### config.mk
export PLATFORM = sky130hd
export DESIGN_NAME = bmc_stream_decoder_flat
export DESIGN_NICKNAME = d
export VERILOG_FILES = /design/src/rtl/bmc_pkg.sv /design/src/rtl/bmc_stream_decoder_if.sv /design/src/rtl/bmc_interval_classifier.sv /design/src/rtl/bmc_stream_decoder.sv /design/src/flat_wrapper.sv
export SDC_FILE = /design/constraint.sdc
export NUM_CORES = 1
export LEC_CHECK = 0
export ABC_CLOCK_PERIOD_IN_PS = 2800
export CAP_MARGIN = 15
export CORE_ASPECT_RATIO = 2
export CORE_UTILIZATION = 25
export CTS_BUF_LIST = sky130_fd_sc_hd__clkbuf_4
export DETAILED_ROUTE_END_ITERATION = 10
export GPL_TIMING_DRIVEN = 1
export PLACE_DENSITY = 0.48
export SLEW_MARGIN = 20
export SYNTH_ARGS = -nofsm -noshare
export SYNTH_HDL_FRONTEND = slang
export SYNTH_HIERARCHICAL = 1
export SYNTH_SLANG_ARGS = --single-unit
### constraint.sdc
create_clock -name clk_96MHz -period 2.8 [get_ports clk_96MHz]
set_input_delay 0.56 -clock clk_96MHz [delete_from_list [all_inputs] [get_ports clk_96MHz]]
set_output_delay 0.56 -clock clk_96MHz [all_outputs]
set_load 0.03 [all_outputs]
### src/rtl/bmc_pkg.sv
// Shared types and default thresholds for the BMC stream decoder.
package bmc_pkg;

    typedef enum logic [1:0] {SYM_NONE, SYM_SHORT, SYM_LONG, SYM_TIMEOUT} sym_e;

    typedef enum logic [1:0] {HUNT, RUN, HALF} state_e;

    localparam int unsigned WORD_BITS_DEF = 17;
    localparam int unsigned STRIDE_DEF    = 2;
    localparam int unsigned TOO_FAST_DEF  = 2;
    localparam int unsigned FAST_MAX_DEF  = 11;
    localparam int unsigned TIMEOUT_DEF   = 24;
    localparam int unsigned CNT_W_DEF     = 6;
    localparam int unsigned TS_W_DEF      = 24;
    localparam int unsigned ERR_W_DEF     = 8;

    // Glitches and over-long intervals both map to SYM_NONE.
    function automatic sym_e classify(input int unsigned iv, input int unsigned too_fast,
                                      input int unsigned fast_max, input int unsigned timeout);
        if (iv <= too_fast || iv > timeout) return SYM_NONE;
        if (iv <= fast_max) return SYM_SHORT;
        return SYM_LONG;
    endfunction

endpackage

### src/rtl/bmc_stream_decoder_if.sv
// Output word stream plus status of the BMC decoder.
interface bmc_stream_decoder_if #(
    parameter int unsigned WORD_BITS = bmc_pkg::WORD_BITS_DEF,
    parameter int unsigned TS_W      = bmc_pkg::TS_W_DEF,
    parameter int unsigned ERR_W     = bmc_pkg::ERR_W_DEF
) ();
    logic [WORD_BITS-1:0] decoded_data;
    logic                 data_valid;
    logic [TS_W-1:0]      ts_last_data;
    logic                 out_ready;
    logic                 frame_overrun;
    logic [ERR_W-1:0]     err_count;

    modport master (
        output decoded_data, data_valid, ts_last_data, frame_overrun, err_count,
        input  out_ready
    );

    modport slave (
        input  decoded_data, data_valid, ts_last_data, frame_overrun, err_count,
        output out_ready
    );
endinterface

### src/rtl/bmc_interval_classifier.sv
// Tick counter between line edges; turns each accepted interval into a one-cycle symbol.
module bmc_interval_classifier
    import bmc_pkg::*;
#(
    parameter int unsigned TOO_FAST = TOO_FAST_DEF,
    parameter int unsigned FAST_MAX = FAST_MAX_DEF,
    parameter int unsigned TIMEOUT  = TIMEOUT_DEF,
    parameter int unsigned CNT_W    = CNT_W_DEF
) (
    input  logic clk_96MHz,
    input  logic reset,
    input  logic enabled_i,
    input  logic edge_i,
    output sym_e sym_o
);
    localparam logic [CNT_W-1:0] TooFast = CNT_W'(TOO_FAST);
    localparam logic [CNT_W-1:0] Timeout = CNT_W'(TIMEOUT);
    localparam logic [CNT_W-1:0] CntSat  = CNT_W'(TIMEOUT + 1);

    logic [CNT_W-1:0] cnt_q, cnt_d;

    // An edge after saturation restarts the count without a symbol; the timeout was
    // already reported when the counter saturated.
    always_comb begin
        cnt_d = cnt_q;
        sym_o = SYM_NONE;
        if (enabled_i) begin
            if (edge_i && cnt_q > TooFast) begin
                cnt_d = CNT_W'(1);
                sym_o = classify(32'(cnt_q), TOO_FAST, FAST_MAX, TIMEOUT);
            end else if (cnt_q != CntSat) begin
                cnt_d = cnt_q + CNT_W'(1);
                if (cnt_q == Timeout) sym_o = SYM_TIMEOUT;
            end
        end
    end

    always_ff @(posedge clk_96MHz or posedge reset) begin
        if (reset) cnt_q <= '0;
        else       cnt_q <= cnt_d;
    end

endmodule

### src/rtl/bmc_stream_decoder.sv
// BMC bit recovery with sliding-window word output and valid/ready handshake.
// Define BMC_ERR_COUNT_EN to implement err_count; otherwise it is tied to zero.
module bmc_stream_decoder
    import bmc_pkg::*;
#(
    parameter int unsigned WORD_BITS = WORD_BITS_DEF,
    parameter int unsigned STRIDE    = STRIDE_DEF,
    parameter int unsigned TOO_FAST  = TOO_FAST_DEF,
    parameter int unsigned FAST_MAX  = FAST_MAX_DEF,
    parameter int unsigned TIMEOUT   = TIMEOUT_DEF,
    parameter int unsigned CNT_W     = CNT_W_DEF,
    parameter int unsigned TS_W      = TS_W_DEF,
    parameter int unsigned ERR_W     = ERR_W_DEF
) (
    input  logic            clk_96MHz,
    input  logic            reset,
    input  logic            enabled,
    input  logic            d_in_0,
    input  logic            d_in_1,
    input  logic            e_in_0,
    input  logic [TS_W-1:0] sys_ts,
    input  logic            clear_status,
    bmc_stream_decoder_if.master out_if
);
    localparam int unsigned BC_W = $clog2(WORD_BITS + 1);
    localparam int unsigned SC_W = $clog2(STRIDE + 1);
    localparam logic [BC_W-1:0] BcLast = BC_W'(WORD_BITS - 1);
    localparam logic [BC_W-1:0] BcFull = BC_W'(WORD_BITS);
    localparam logic [SC_W-1:0] StLast = SC_W'(STRIDE - 1);

    sym_e sym;
    logic edge_det;

    assign edge_det = (d_in_0 != d_in_1) && !e_in_0;

    bmc_interval_classifier #(
        .TOO_FAST (TOO_FAST),
        .FAST_MAX (FAST_MAX),
        .TIMEOUT  (TIMEOUT),
        .CNT_W    (CNT_W)
    ) u_classifier (
        .clk_96MHz (clk_96MHz),
        .reset     (reset),
        .enabled_i (enabled),
        .edge_i    (edge_det),
        .sym_o     (sym)
    );

    state_e               state_q;
    logic [WORD_BITS-1:0] shift_q, shift_nxt;
    logic [BC_W-1:0]      bit_cnt_q;
    logic [SC_W-1:0]      stride_q;
    logic [WORD_BITS-1:0] data_q;
    logic                 valid_q;
    logic [TS_W-1:0]      ts_q;
    logic                 overrun_q;
    logic                 shift_en, shift_bit, err_ev, emit;

    always_comb begin
        shift_en  = 1'b0;
        shift_bit = 1'b0;
        err_ev    = 1'b0;
        case (sym)
            SYM_SHORT: begin
                shift_en  = (state_q == HALF);
                shift_bit = 1'b1;
            end
            SYM_LONG: begin
                err_ev   = (state_q == HALF);
                shift_en = (state_q != HALF);
            end
            SYM_TIMEOUT: err_ev = 1'b1;
            default: ;
        endcase
        shift_nxt = (shift_q << 1) | WORD_BITS'(shift_bit);
        // First word when the window fills, then one per STRIDE new bits.
        emit = shift_en && ((bit_cnt_q == BcLast) || (bit_cnt_q == BcFull && stride_q == StLast));
    end

    always_ff @(posedge clk_96MHz or posedge reset) begin
        if (reset) begin
            state_q   <= HUNT;
            shift_q   <= '0;
            bit_cnt_q <= '0;
            stride_q  <= '0;
            data_q    <= '0;
            valid_q   <= 1'b0;
            ts_q      <= '0;
            overrun_q <= 1'b0;
        end else begin
            case (sym)
                SYM_SHORT:   state_q <= (state_q == HALF) ? RUN : HALF;
                SYM_LONG:    state_q <= (state_q == HALF) ? HUNT : RUN;
                SYM_TIMEOUT: state_q <= HUNT;
                default: ;
            endcase

            if (err_ev) begin
                bit_cnt_q <= '0;
                stride_q  <= '0;
            end else if (shift_en) begin
                shift_q <= shift_nxt;
                if (bit_cnt_q != BcFull) begin
                    bit_cnt_q <= bit_cnt_q + BC_W'(1);
                    stride_q  <= '0;
                end else if (stride_q == StLast) begin
                    stride_q <= '0;
                end else begin
                    stride_q <= stride_q + SC_W'(1);
                end
            end

            // A reload on the accepting cycle wins over the clear.
            if (emit && (!valid_q || out_if.out_ready)) begin
                data_q  <= shift_nxt;
                ts_q    <= sys_ts;
                valid_q <= 1'b1;
            end else if (valid_q && out_if.out_ready) begin
                valid_q <= 1'b0;
            end

            if (clear_status) begin
                overrun_q <= 1'b0;
            end else if (emit && valid_q && !out_if.out_ready) begin
                overrun_q <= 1'b1;
            end
        end
    end

`ifdef BMC_ERR_COUNT_EN
    logic [ERR_W-1:0] err_q;

    always_ff @(posedge clk_96MHz or posedge reset) begin
        if (reset) begin
            err_q <= '0;
        end else if (clear_status) begin
            err_q <= '0;
        end else if (err_ev && state_q != HUNT && err_q != '1) begin
            err_q <= err_q + ERR_W'(1);
        end
    end

    assign out_if.err_count = err_q;
`else
    assign out_if.err_count = '0;
`endif

    assign out_if.decoded_data  = data_q;
    assign out_if.data_valid    = valid_q;
    assign out_if.ts_last_data  = ts_q;
    assign out_if.frame_overrun = overrun_q;

endmodule

### src/flat_wrapper.sv
// flat-port wrapper written by rule: the top's interface ports become plain ports
module bmc_stream_decoder_flat import bmc_pkg::*;
#(
    parameter int unsigned WORD_BITS = WORD_BITS_DEF,
    parameter int unsigned STRIDE    = STRIDE_DEF,
    parameter int unsigned TOO_FAST  = TOO_FAST_DEF,
    parameter int unsigned FAST_MAX  = FAST_MAX_DEF,
    parameter int unsigned TIMEOUT   = TIMEOUT_DEF,
    parameter int unsigned CNT_W     = CNT_W_DEF,
    parameter int unsigned TS_W      = TS_W_DEF,
    parameter int unsigned ERR_W     = ERR_W_DEF
)
  (clk_96MHz, reset, enabled, d_in_0, d_in_1, e_in_0, sys_ts, clear_status, out_if_decoded_data, out_if_data_valid, out_if_ts_last_data, out_if_frame_overrun, out_if_err_count, out_if_out_ready);
  bmc_stream_decoder_if #(.WORD_BITS(WORD_BITS), .TS_W(TS_W), .ERR_W(ERR_W)) out_if_i ();
  input  logic clk_96MHz;
  input  logic reset;
  input  logic enabled;
  input  logic d_in_0;
  input  logic d_in_1;
  input  logic e_in_0;
  input  logic [TS_W-1:0] sys_ts;
  input  logic clear_status;
  output wire logic [$bits(out_if_i.decoded_data)-1:0] out_if_decoded_data;
  output wire logic [$bits(out_if_i.data_valid)-1:0] out_if_data_valid;
  output wire logic [$bits(out_if_i.ts_last_data)-1:0] out_if_ts_last_data;
  output wire logic [$bits(out_if_i.frame_overrun)-1:0] out_if_frame_overrun;
  output wire logic [$bits(out_if_i.err_count)-1:0] out_if_err_count;
  input wire logic [$bits(out_if_i.out_ready)-1:0] out_if_out_ready;
  assign out_if_decoded_data = out_if_i.decoded_data;
  assign out_if_data_valid = out_if_i.data_valid;
  assign out_if_ts_last_data = out_if_i.ts_last_data;
  assign out_if_frame_overrun = out_if_i.frame_overrun;
  assign out_if_err_count = out_if_i.err_count;
  assign out_if_i.out_ready = out_if_out_ready;
  bmc_stream_decoder #(.WORD_BITS(WORD_BITS), .STRIDE(STRIDE), .TOO_FAST(TOO_FAST), .FAST_MAX(FAST_MAX), .TIMEOUT(TIMEOUT), .CNT_W(CNT_W), .TS_W(TS_W), .ERR_W(ERR_W)) u_core (.clk_96MHz(clk_96MHz), .reset(reset), .enabled(enabled), .d_in_0(d_in_0), .d_in_1(d_in_1), .e_in_0(e_in_0), .sys_ts(sys_ts), .clear_status(clear_status), .out_if(out_if_i));
endmodule
==> results of run 1 <==
[critical path, delay by kind of cell, from the launching register on]
kind	cells	cell delay, ns
buf+inv	1	0.21
mux	2	0.45
simple gates	4	1.24
flops	1	0.39
compound gates	2	0.34
[worst paths after layout]
path,startpoint,slack (ns),cells after the start,to
max,u_core/u_classifier/cnt_q[2]$_DFFE_PP0P_,0.08,9,u_core/out_if.decoded_data[9]$_DFFE_PP0P_
min,reset,0.41,2,u_core/u_classifier/cnt_q[5]$_DFFE_PP0P_
max reg2reg,u_core/u_classifier/cnt_q[2]$_DFFE_PP0P_,0.08,9,u_core/out_if.decoded_data[9]$_DFFE_PP0P_
min reg2reg,u_core/shift_q[15]$_DFFE_PP0P_,0.48,2,u_core/shift_q[15]$_DFFE_PP0P_
max in group asynchronous,reset,1.94,3,u_core/out_if.decoded_data[2]$_DFFE_PP0P_
min in group clk_96MHz,u_core/shift_q[15]$_DFFE_PP0P_,0.48,2,u_core/shift_q[15]$_DFFE_PP0P_
[stage by stage]
stage	hold slack [ns]	setup TNS (ns)	utilization, %	power, mW	cell area [sq um]
floorplan	0.3510	-0.6238	-	1.742	3506
global placement	0.4454	-18.66	33.28	1.957	4472
detailed placement	0.4630	-21.05	33.28	1.959	4472
CTS	0.3760	0	34.26	2.639	4603
global route	0.3782	-0.04078	34.91	2.783	4691
finish	0.4054	0	34.91	2.611	4691
[report_power, final]
group	switching, mW	internal (mW)	total [mW]
combinational	0.363	0.327	0.690
clock	0.386	0.277	0.663
sequential	0.0823	1.18	1.26
[Yosys cell counts, types with 6 or more instances]
library cell / count / area, sq um
nand2_1: 53 / 198.9
o21ai_1: 6 / 30.03
mux2_4: 41 / 615.6
dfrtp_1: 74 / 1852
nand3_1: 6 / 30.03
a21oi_1: 7 / 35.03
ha_1: 6 / 75.07
nor2_1: 7 / 26.28
inv_1: 9 / 33.78
buf_4: 8 / 60.06
buf_6: 7 / 78.83
[registers in the layout (all words and copies together) (netlist names)]
name	count
u_core/out_if.ts_last_data	24
u_core/out_if.decoded_data	17
u_core/shift_q	16
u_core/u_classifier/cnt_q	6
u_core/bit_cnt_q	5
u_core/state_q	2
u_core/stride_q	2
u_core/out_if.data_valid	1
u_core/out_if.frame_overrun	1
[logic make-up after synthesis]
kind of cell / after synthesis / synth area share (%)
xor gates and xnor gates: 5 / 1.273
buffers and inverters: 30 / 5.782
muxes: 46 / 19.38
AOI/OAI and AO/OA: 27 / 5.309
other: 1 / 0.1090
and+or+nand+nor: 89 / 12.15
DFF: 74 / 53.82
adders and majority gates: 6 / 2.182
[layout make-up]
type | instances | area [sq um] | share of cell area (%)
antenna | 1 | 2.502 | 0.05335
multi-input combinational | 181 | 1456 | 31.05
clock buffer | 10 | 75.07 | 1.600
timing repair buffer | 100 | 1021 | 21.77
sequential | 74 | 1852 | 39.48
tap | 155 | 193.9 | 4.134
inverter | 9 | 33.78 | 0.7202
clock inverter | 6 | 56.30 | 1.200
[per-layer routing]
| layer | up-vias | part of all wire [%] |
|---|---|---|
| li1 | 1111 | - |
| met1 | 1153 | 37 |
| met2 | 43 | 57 |
| met3 | 16 | 2.2 |
| met4 | 0 | 3.8 |
| met5 | - | 0 |
[repair_timing]
| action | in CTS | in global routing |
|---|---|---|
| resized for setup | 0 | 3 |
| hold endpoints to repair | 0 | 0 |
| setup endpoints to repair | 0 | 41 |
| setup buffers | 0 | 3 |
==> impl_metrics.json, run 1 <==
{
  "status": "finished, violations left",
  "violations": "DRC",
  "pin_count": 83,
  "die_x_um": 84.96,
  "grt_pass1_wl_um": 12320,
  "synth-warning-count": 6,
  "synthArstFlopShare_pct": 100.0,
  "final_cell_mix": "clkdlybuf4s50_1 (74), dfrtp_1 (74), nand2_1 (53)",
  "grt_antenna_before_repair": 1,
  "fin_ws_ns": 0.07988,
  "numPortBuffers": 74,
  "fin_cells": 536,
  "place.gp.congestion": 0.8060,
  "grtUsageMet1_pct": 11.96,
  "clock.fmax_mhz": 367.6,
  "clock_latency_ns": 0.43,
  "die_area_sq_um": 14260,
  "syn_to_final_growth_pct": 36.33,
  "max-slew-margin-rel_pct": 65.81,
  "clockRootBuffer": "clkbuf_4",
  "drtPass1Iterations": 8,
  "clockBufferDepth": 2,
  "initial_core_util_pct": 25.61,
  "dp_hpwl_um": 5631,
  "post_drt_wl_per_cell_um": 14.92,
  "avgViaCountPerCell": 4.334,
  "grt_max_degree": 69,
  "dp_cells": 514,
  "fill_cells": 1331,
  "top_usage_layer": "met2",
  "preCtsSetupSlack_ns": -0.4696,
  "hp-class": "primary input to asynchronous set/reset pin",
  "start_kind": "register",
  "p_leak_nw": 2.205,
  "max-vdd-ir-drop_v": 0.0001669,
  "synthCells": 278,
  "synthesis.area_sq_um": 3441,
  "cp-end-kind": "register",
  "dieHeight_um": 167.9,
  "met2_usage_pct": 20.65,
  "cp_slowest_cell": "or4_4",
  "remaining_drc_errors": 3,
  "drt_iter0_drc": 98,
  "drive_above_1_share_pct": 25.53,
  "rsz0062_at_grt": "yes",
  "path_clk_slew_ns": 0.12,
  "cts_made_buffers": 9,
  "cp_cell_sequence": "or4_4, o21ai_4, and2b_2, o21a_4, nor2b_4, mux2_4, and4_4, clkbuf_16, mux2_4",
  "cts_hold_buf": 0,
  "clkSinkCount": 74,
  "nNetsFinal": 413,
  "grt_pass1_vias": 2400,
  "seq_area_frac_synth_pct": 53.82,
  "synthFlopType": "dfrtp_1",
  "ys_seq_elements": 74,
  "required_ns": 3.11,
  "cp_max_fo": 8,
  "worst_pin_slew_ns": 0.5074,
  "clock_skew_ns": 0.02175,
  "crit_type": "register to register",
  "antenna_left": 0,
  "p_per_area_nw_per_um2": 556.7,
  "fp.coreArea_sq_um": 13440,
  "final.period_utilization_pct": 97.15,
  "grt_usage_pct": 11.40,
  "syn_area_per_cell_sq_um": 12.38,
  "slew_violations": 0,
  "setup_viol": 0,
  "ys_types": 43,
  "htreeDepth": 3,
  "crit_path_max_incr_delay_ns": 0.55,
  "grt_overflow_total": 0,
  "cp.arrival_ns": 3.03,
  "hold_viol": 0,
  "finalCriticalPeriod_ns": 2.720,
  "wirelength_um": 7996,
  "via_count": 2323,
  "grt.met3_usage_pct": 1.520,
  "synth-edff-count": 0,
  "drv_cap": 0,
  "rows": 60,
  "cts_tree": "yes",
  "crit_top_cell": "mux2_4"
}
(Power assumes the default switching activity.)
==> inputs of run 2 (changes only) <==
CELL_PAD_IN_SITES_DETAIL_PLACEMENT = 1   (was unset)
CELL_PAD_IN_SITES_GLOBAL_PLACEMENT = 1   (was unset)
PLACE_DENSITY = 0.57   (was 0.48)
==> impl_metrics.json, run 2 (synthesis results as in run 1) <==
{
  "fp.coreArea_sq_um": 13440,
  "crit_type": "register to register",
  "dp_hpwl_um": 6418,
  "clkSinkCount": 74,
  "wirelength_um": 8815,
  "max-vdd-ir-drop_v": 0.0002020,
  "cts_made_buffers": 9,
  "pwr-share-clk_pct": 27.0,
  "cts_tree": "yes",
  "hold_viol": 0,
  "clock_skew_ns": 0.01492,
  "pin_count": 83,
  "status": "finished, violations left",
  "p_leak_nw": 2.216,
  "grt_antenna_before_repair": 1,
  "cp.arrival_ns": 3.07,
  "drt_iter0_drc": 68,
  "htreeDepth": 3,
  "rows": 60,
  "clock.fmax_mhz": 364.4,
  "nNetsFinal": 415,
  "worst_pin_slew_ns": 0.5982,
  "fin_cells": 538,
  "hp-class": "primary input to asynchronous set/reset pin",
  "swShare_pct": 31.78,
  "combPwrFrac_pct": 26.5,
  "crit_top_cell": "mux2_4",
  "via_count": 2433,
  "grt_max_degree": 45,
  "drv_cap": 0,
  "numPortBuffers": 74,
  "crit_path_max_incr_delay_ns": 0.56,
  "violations": "DRC",
  "setup_viol": 0,
  "place.gp.congestion": 0.8004,
  "die_x_um": 84.96,
  "antenna_left": 0,
  "max-slew-margin-rel_pct": 60.06,
  "remaining_drc_errors": 2,
  "final.period_utilization_pct": 98.02,
  "grt_pass1_vias": 2731,
  "preCtsSetupSlack_ns": -0.4579,
  "grt_usage_pct": 13.37,
  "path_clk_slew_ns": 0.12,
  "largest_register_ffs": 24,
  "clockBufferDepth": 2,
  "final_cell_mix": "clkdlybuf4s50_1 (74), dfrtp_1 (74), nand2_1 (53)",
  "start_kind": "register",
  "clockRootBuffer": "clkbuf_4",
  "pwr-share-seq_pct": 46.5,
  "cp_cell_sequence": "or4_4, o21ai_4, and2b_2, o21a_4, nor2b_4, mux2_4, and4_4, buf_12, mux2_4",
  "die_area_sq_um": 14260,
  "rr_worst_depth": 9,
  "fin_ws_ns": 0.05554,
  "post_drt_wl_per_cell_um": 16.38,
  "p_sw_uw": 865.8,
  "grt_overflow_total": 0,
  "initial_core_util_pct": 25.61,
  "cp_max_fo": 12,
  "cp-end-kind": "register",
  "cp_slowest_cell": "or4_4",
  "slew_violations": 0,
  "required_ns": 3.12,
  "syn_to_final_growth_pct": 36.80,
  "fill_cells": 1457,
  "finalCriticalPeriod_ns": 2.744,
  "p_per_area_nw_per_um2": 578.7,
  "cts_hold_buf": 0,
  "rsz0062_at_grt": "yes",
  "grt_pass1_wl_um": 14280,
  "clock_latency_ns": 0.43,
  "avgViaCountPerCell": 4.522,
  "dieHeight_um": 167.9,
  "drtPass1Iterations": 7,
  "intPower_mw": 1.858,
  "drive_above_1_share_pct": 25.92,
  "dp_cells": 517
}
run 2: path summary, 6_finish.rpt:
check,startpoint,end,slack [ns]
max,u_core/u_classifier/cnt_q[3]$_DFFE_PP0P_,u_core/out_if.decoded_data[0]$_DFFE_PP0P_,0.06
min,reset,u_core/u_classifier/cnt_q[3]$_DFFE_PP0P_,0.41
max reg2reg,u_core/u_classifier/cnt_q[3]$_DFFE_PP0P_,u_core/out_if.decoded_data[0]$_DFFE_PP0P_,0.06
min reg2reg,u_core/bit_cnt_q[4]$_DFFE_PP0P_,u_core/bit_cnt_q[4]$_DFFE_PP0P_,0.49
max in group asynchronous,reset,u_core/bit_cnt_q[1]$_DFFE_PP0P_,1.60
min in group clk_96MHz,u_core/bit_cnt_q[4]$_DFFE_PP0P_,u_core/bit_cnt_q[4]$_DFFE_PP0P_,0.49
run 2: worst max-delay path: cells and delay by family (launching register included):
kind | cells | cell delay, ns
DFF | 1 | 0.41
AOI/OAI and AO/OA | 2 | 0.37
muxes | 2 | 0.45
and+or+nand+nor | 4 | 1.22
buffers and inverters | 1 | 0.18
run 2: timing repair:
action                     4_1_cts  5_1_grt
buffers inserted                 5        1
setup endpoints to repair       39       41
gates resized for setup          6        4
gates cloned                     2        0
hold endpoints to repair         0        0
pin swaps                        3        3
run 2: per-layer routing:
layer  global-route usage, %  part of all wire (%)
met5                       0                     0
met4                   7.885                   3.9
met3                   2.745                   2.7
met2                   24.54                    58
met1                   13.66                    35
run 2: area by class of cell:
cell class	count	area, sq um	area share [%]
clock inverter	7	83.83	1.781
tap	155	193.9	4.120
timing repair buffer	102	1012	21.50
antenna	1	2.502	0.05316
sequential	74	1852	39.34
multi-input combinational	181	1461	31.05
inverter	9	33.78	0.7177
clock buffer	9	67.56	1.435
run 2: metrics by stage:
| step | setup TNS, ns | hold slack, ns | util (%) | area, sq um | power (mW) |
|---|---|---|---|---|---|
| after floorplan | -0.6238 | 0.3510 | - | 3506 | 1.742 |
| after global placement | -18.94 | 0.4504 | 33.42 | 4491 | 1.961 |
| after detailed placement | -22.14 | 0.4671 | 33.42 | 4491 | 1.995 |
| after CTS | 0 | 0.3877 | 35.40 | 4757 | 2.763 |
| after global routing | -1.808 | 0.4065 | 35.03 | 4707 | 2.889 |
| final | 0 | 0.4092 | 35.03 | 4707 | 2.724 |
run 2: power by group through the flow:
stage               sequential (mW)  clock, mW  combinational [mW]
floorplan                      1.27          0               0.473
global placement               1.28          0               0.682
detailed placement             1.29          0               0.708
CTS                            1.27      0.773               0.721
global route                   1.28      0.806               0.801
finish                         1.27      0.736               0.721
